===== config.mk =====
export PLATFORM = sky130hd
export DESIGN_NAME = ordener_2_flat
export DESIGN_NICKNAME = d
export VERILOG_FILES = /design/src/rtl/ordener_2_if.sv /design/src/rtl/ordener_2.sv /design/src/flat_wrapper.sv
export SDC_FILE = /design/constraint.sdc
export NUM_CORES = 1
export LEC_CHECK = 0
export BUFFER_PORTS_ARGS = -buffer_cell sky130_fd_sc_hd__clkbuf_2
export CAP_MARGIN = 20
export CORE_ASPECT_RATIO = 0.9
export CORE_MARGIN = 2
export CORE_UTILIZATION = 50
export CTS_CLUSTER_DIAMETER = 200
export DETAILED_ROUTE_END_ITERATION = 7
export PLACE_DENSITY = 0.67
export SLEW_MARGIN = 15
export SYNTH_ARGS = -nofsm -noshare
export SYNTH_HDL_FRONTEND = slang
export SYNTH_SLANG_ARGS = --single-unit

===== constraint.sdc =====
create_clock -name clk -period 31.1 [get_ports clk]
set_input_delay 9.33 -clock clk [delete_from_list [all_inputs] [get_ports clk]]
set_output_delay 9.33 -clock clk [all_outputs]
set_load 0.02 [all_outputs]

===== src/rtl/ordener_2_if.sv =====
// Handshake/data bundle for the 8-input sorting network.
// master drives the unsorted set; slave returns the ordered set.
interface ordener_2_if #(
  parameter int WIDTH = 8
);
  logic             in_valid;
  logic [WIDTH-1:0] a, b, c, d, e, f, g, h;
  logic             out_valid;
  logic [WIDTH-1:0] s0, s1, s2, s3, s4, s5, s6, s7;

  modport master (
    output in_valid, a, b, c, d, e, f, g, h,
    input  out_valid, s0, s1, s2, s3, s4, s5, s6, s7
  );

  modport slave (
    input  in_valid, a, b, c, d, e, f, g, h,
    output out_valid, s0, s1, s2, s3, s4, s5, s6, s7
  );
endinterface


===== src/rtl/ordener_2.sv =====
// Pipelined 8-lane odd-even transposition sorter, ascending (s0 = min).
// Two comparator layers per stage, four register stages, one set per clock.
module ordener_2 #(
  parameter int WIDTH = 8
) (
  input  logic       clk,
  input  logic       rst,
  ordener_2_if.slave bus
);
  localparam int LANES  = 8;
  localparam int STAGES = 4;

  typedef logic [WIDTH-1:0] laneArr_t [LANES];

  laneArr_t          w_inLanes;
  laneArr_t          w_next  [STAGES];
  laneArr_t          r_stage [STAGES];
  logic [STAGES-1:0] r_valid;

  // One odd layer (0-1,2-3,4-5,6-7) followed by one even layer (1-2,3-4,5-6).
  function automatic laneArr_t twoLayers(input laneArr_t x);
    laneArr_t         t;
    logic [WIDTH-1:0] tmp;
    t = x;
    for (int i = 0; i < LANES; i += 2) begin
      if (t[i] > t[i+1]) begin
        tmp    = t[i];
        t[i]   = t[i+1];
        t[i+1] = tmp;
      end
    end
    for (int i = 1; i < LANES - 1; i += 2) begin
      if (t[i] > t[i+1]) begin
        tmp    = t[i];
        t[i]   = t[i+1];
        t[i+1] = tmp;
      end
    end
    return t;
  endfunction

  assign w_inLanes[0] = bus.a;
  assign w_inLanes[1] = bus.b;
  assign w_inLanes[2] = bus.c;
  assign w_inLanes[3] = bus.d;
  assign w_inLanes[4] = bus.e;
  assign w_inLanes[5] = bus.f;
  assign w_inLanes[6] = bus.g;
  assign w_inLanes[7] = bus.h;

  // Stage 1 sorts straight from the input ports; later stages from the previous bank.
  always_comb begin
    w_next[0] = twoLayers(w_inLanes);
    for (int s = 1; s < STAGES; s++) begin
      w_next[s] = twoLayers(r_stage[s-1]);
    end
  end

  always_ff @(posedge clk or posedge rst) begin
    if (rst) begin
      for (int s = 0; s < STAGES; s++) begin
        for (int k = 0; k < LANES; k++) begin
          r_stage[s][k] <= '0;
        end
      end
      r_valid <= '0;
    end else begin
      for (int s = 0; s < STAGES; s++) begin
        r_stage[s] <= w_next[s];
      end
      r_valid <= {r_valid[STAGES-2:0], bus.in_valid};
    end
  end

  assign bus.out_valid = r_valid[STAGES-1];
  assign bus.s0 = r_stage[STAGES-1][0];
  assign bus.s1 = r_stage[STAGES-1][1];
  assign bus.s2 = r_stage[STAGES-1][2];
  assign bus.s3 = r_stage[STAGES-1][3];
  assign bus.s4 = r_stage[STAGES-1][4];
  assign bus.s5 = r_stage[STAGES-1][5];
  assign bus.s6 = r_stage[STAGES-1][6];
  assign bus.s7 = r_stage[STAGES-1][7];
endmodule


===== src/flat_wrapper.sv =====
// flat-port wrapper written by rule: the top's interface ports become plain ports
module ordener_2_flat 
#(
  parameter int WIDTH = 8
)
  (clk, rst, bus_in_valid, bus_a, bus_b, bus_c, bus_d, bus_e, bus_f, bus_g, bus_h, bus_out_valid, bus_s0, bus_s1, bus_s2, bus_s3, bus_s4, bus_s5, bus_s6, bus_s7);
  ordener_2_if #(.WIDTH(WIDTH)) bus_i ();
  input  logic clk;
  input  logic rst;
  input wire logic [$bits(bus_i.in_valid)-1:0] bus_in_valid;
  input wire logic [$bits(bus_i.a)-1:0] bus_a;
  input wire logic [$bits(bus_i.b)-1:0] bus_b;
  input wire logic [$bits(bus_i.c)-1:0] bus_c;
  input wire logic [$bits(bus_i.d)-1:0] bus_d;
  input wire logic [$bits(bus_i.e)-1:0] bus_e;
  input wire logic [$bits(bus_i.f)-1:0] bus_f;
  input wire logic [$bits(bus_i.g)-1:0] bus_g;
  input wire logic [$bits(bus_i.h)-1:0] bus_h;
  output wire logic [$bits(bus_i.out_valid)-1:0] bus_out_valid;
  output wire logic [$bits(bus_i.s0)-1:0] bus_s0;
  output wire logic [$bits(bus_i.s1)-1:0] bus_s1;
  output wire logic [$bits(bus_i.s2)-1:0] bus_s2;
  output wire logic [$bits(bus_i.s3)-1:0] bus_s3;
  output wire logic [$bits(bus_i.s4)-1:0] bus_s4;
  output wire logic [$bits(bus_i.s5)-1:0] bus_s5;
  output wire logic [$bits(bus_i.s6)-1:0] bus_s6;
  output wire logic [$bits(bus_i.s7)-1:0] bus_s7;
  assign bus_i.in_valid = bus_in_valid;
  assign bus_i.a = bus_a;
  assign bus_i.b = bus_b;
  assign bus_i.c = bus_c;
  assign bus_i.d = bus_d;
  assign bus_i.e = bus_e;
  assign bus_i.f = bus_f;
  assign bus_i.g = bus_g;
  assign bus_i.h = bus_h;
  assign bus_out_valid = bus_i.out_valid;
  assign bus_s0 = bus_i.s0;
  assign bus_s1 = bus_i.s1;
  assign bus_s2 = bus_i.s2;
  assign bus_s3 = bus_i.s3;
  assign bus_s4 = bus_i.s4;
  assign bus_s5 = bus_i.s5;
  assign bus_s6 = bus_i.s6;
  assign bus_s7 = bus_i.s7;
  ordener_2 #(.WIDTH(WIDTH)) u_core (.clk(clk), .rst(rst), .bus(bus_i));
endmodule

==> run metrics <==
setup TNS=0 ns; worst hold endpoint=u_core.r_valid[3]; root buffer cell=clkbuf_16; DRC viols=0; largest net degree at the start of global routing=about 120; clock period minus worst slack=12.79 ns; Nets=slightly below 2k; clk_lat worst skew=roughly 0.55 ns; register area share after synthesis=a little under two fifths; CP peak stage delay=0.76 ns; Post-synth EDFFs=0; syn avg cell area=between 10 and 15 um^2; vias after detailed routing=between 10k and 15k; core area=around 35,000 um^2; post-synthesis cell type count=38; Post-CTS Setup Inserts=0; layout cell share with drive strength beyond 1=~20%; DRT Pass-1 Iters=4; Worst setup SP type=input pin; CTS resizes=0; # IOs=between 100 and 150; Area growth, synth to finish=8.86%; initial antenna violation count=0; vias in the first global route=approximately 12k; Antenna Cells=0; GP Congestion=a little under 0.9; RSZ-0062 raised after global routing=no; Die Span Y=around 180 um; CP Class=in -> reg; Tcrit/Tclk final=just over 40%; final hold vios=0; total gr overflow=0; worst hold path type=reg -> reg; CTS Buf Count=29; MaxCap Viol Count=0; hold_sp=u_core.r_valid[2]; flop2flop setup slack=between 20 and 30 ns; Crit. End Element=flop; # port buffers=around 130; Routed WL=roughly 35 mm; initial DRC count=~410; CP Data Required Time=~32 ns; Rows=between 60 and 70; register bit count reported by yosys=260; worst path cell trace=clkbuf_2, inv_1, ha_1, and4_1, a21boi_4, o31ai_4, mux2i_1, inv_1, ha_1, nand2_1, o21ai_0, mux2i_1, nor2_2, mux2i_1; top_reg_cell synth=dfrtp_1; die area=36,900 um^2; drt wl/cell=16.2 um; first-pass GRT wire length=slightly below 60 mm; initial core utilization=between 50% and 60%; most used cell, CP=mux2i_1; share of flip-flops with an asynchronous set or reset=100%; ANT nets after route=0; die width=202 um; H-tree depth=1; Max FO, Critical Path=16; RR Endpoint=u_core.r_stage[87]; reg2reg start=u_core.r_stage[145]; synthesized area=between 15,000 and 20,000 um^2; deepest clock path buffer count=3; Slew @ Worst Pin=approximately 1.0 ns; DP HPWL=about 28 mm; All-Layer GR Usage=about a fifth; final slew viol count=0; slowest CP cell=o31ai_4; drt via density=5.29; hold path cells=0; cells after synthesis=around 1.6k; syn nets=approximately 1.9k; clock skew=about 0.025 ns; CTS clock-pin slew for the worst setup and hold paths=0.06 ns; worst rel slew slack=30.3%; Setup-failing EPs final=0; clk sink count=260; CTS tree=done; status=completed; Critical Path AT=between 10 and 15 ns; Peak Freq=78.2 MHz; Synth warnings=0; Hold-fix buffers, CTS=0; R2R depth=14
==> registers in the layout, indices dropped and copies added, names as in the netlist <==
name and cells:
u_core.bus.s5 8, u_core.bus.s1 8, u_core.bus.s4 8, u_core.bus.s0 8, u_core.r_valid 4, u_core.r_stage 192
u_core.bus.s6 8, u_core.bus.s2 8, u_core.bus.s3 8, u_core.bus.s7 8
==> worst max-delay path by stage <==
stage,start,end,slack (ns),depth (start not counted)
4_1_cts,bus_f[5],u_core.r_stage[213],18.32,15
3_5_place_dp,bus_d[7],u_core.r_stage[224],17.75,14
3_3_place_gp,bus_f[5],u_core.r_stage[213],17.86,14
5_1_grt,bus_d[7],u_core.r_stage[221],17.99,15
6_report,bus_f[5],u_core.r_stage[213],18.31,14
2_1_floorplan,rst,u_core.bus.s0[0],14.61,1
==> cells by family (layout without fill, tap and decap cells) <==
logic type | after synthesis | count (layout) | share of synthesized area [%]
adders and majority gates | 224 | 224 | 15.8
DFF | 260 | 260 | 36.8
muxes | 428 | 428 | 25.6
AOI/OAI and AO/OA | 198 | 198 | 7.47
and+or+nand+nor | 167 | 167 | 5.26
buffers and inverters | 324 | 413 | 9.08
==> per-stage QoR <==
step / instances / instance area, um^2 / utilization (%) / hold slack, ns / setup WS, ns
6_report: 2159 / 19300 / 55.1 / 0.348 / 18.31
5_1_grt: 2159 / 19300 / 55.1 / 0.352 / 17.99
4_1_cts: 2159 / 19300 / 55.1 / 0.349 / 18.32
3_5_place_dp: 2107 / 18200 / 52.1 / 0.336 / 17.75
3_3_place_gp: 2107 / 18200 / 52.1 / 0.332 / 17.86
2_1_floorplan: 1601 / 17700 / - / 0.331 / 14.61
==> Yosys cell counts, types with 12 or more instances <==
| library cell | count | area [um^2] |
|---|---|---|
| nand2_1 | 47 | 176 |
| o21bai_1 | 13 | 97.6 |
| nand4_1 | 53 | 332 |
| dfrtp_1 | 260 | 6510 |
| a21oi_1 | 51 | 255 |
| nor2_2 | 12 | 75.1 |
| mux2_4 | 20 | 300 |
| nor2b_1 | 26 | 163 |
| nand2b_1 | 12 | 75.1 |
| inv_1 | 225 | 845 |
| o211ai_1 | 13 | 97.6 |
| buf_4 | 74 | 556 |
| o21ai_0 | 69 | 345 |
| mux2i_1 | 300 | 3000 |
| a211oi_1 | 22 | 165 |
| ha_1 | 224 | 2800 |
| mux2_2 | 107 | 1200 |
==> area by class of cell <==
type	count	area, um^2
inverters	225	852
clock inverters	13	228
flip-flops and latches	260	6510
well taps	469	587
multi-input cells	1017	9570
clock buffers	39	813
fillers	3064	15700
repair buffers	136	693
==> routing by layer <==
layer | routed length, um | share of wire [%] | vias up | global-route usage (%)
met5 | 0 | 0 | - | 0
met4 | 882 | 2.5 | 0 | 5.40
met3 | 1030 | 2.9 | 65 | 2.30
met2 | 16400 | 47 | 182 | 32.4
met1 | 16800 | 48 | 5458 | 26.3
li1 | - | - | 5715 | -
==> worst max-delay path, delay by kind of cell <==
kind | cells | cell delay [ns]
compound gates | 3 | 1.16
simple gates | 3 | 1.03
mux | 3 | 0.85
fa+ha+maj | 2 | 0.62
buf+inv | 3 | 0.22
==> cells in the final DEF, fill, tap and decap left out, types with 26 or more instances in the layout <==
cell       instances
inv_1            224
clkbuf_16         29
a21oi_1           51
ha_1             224
mux2_2           107
nand2_1           47
o21ai_0           69
nor2b_1           26
nand4_1           53
clkbuf_2         131
dfrtp_1          260
mux2i_1          300
Power is left out: the tool's default activity adds up to more than one toggle a clock period on the data nets, which glitch-free logic cannot reach.
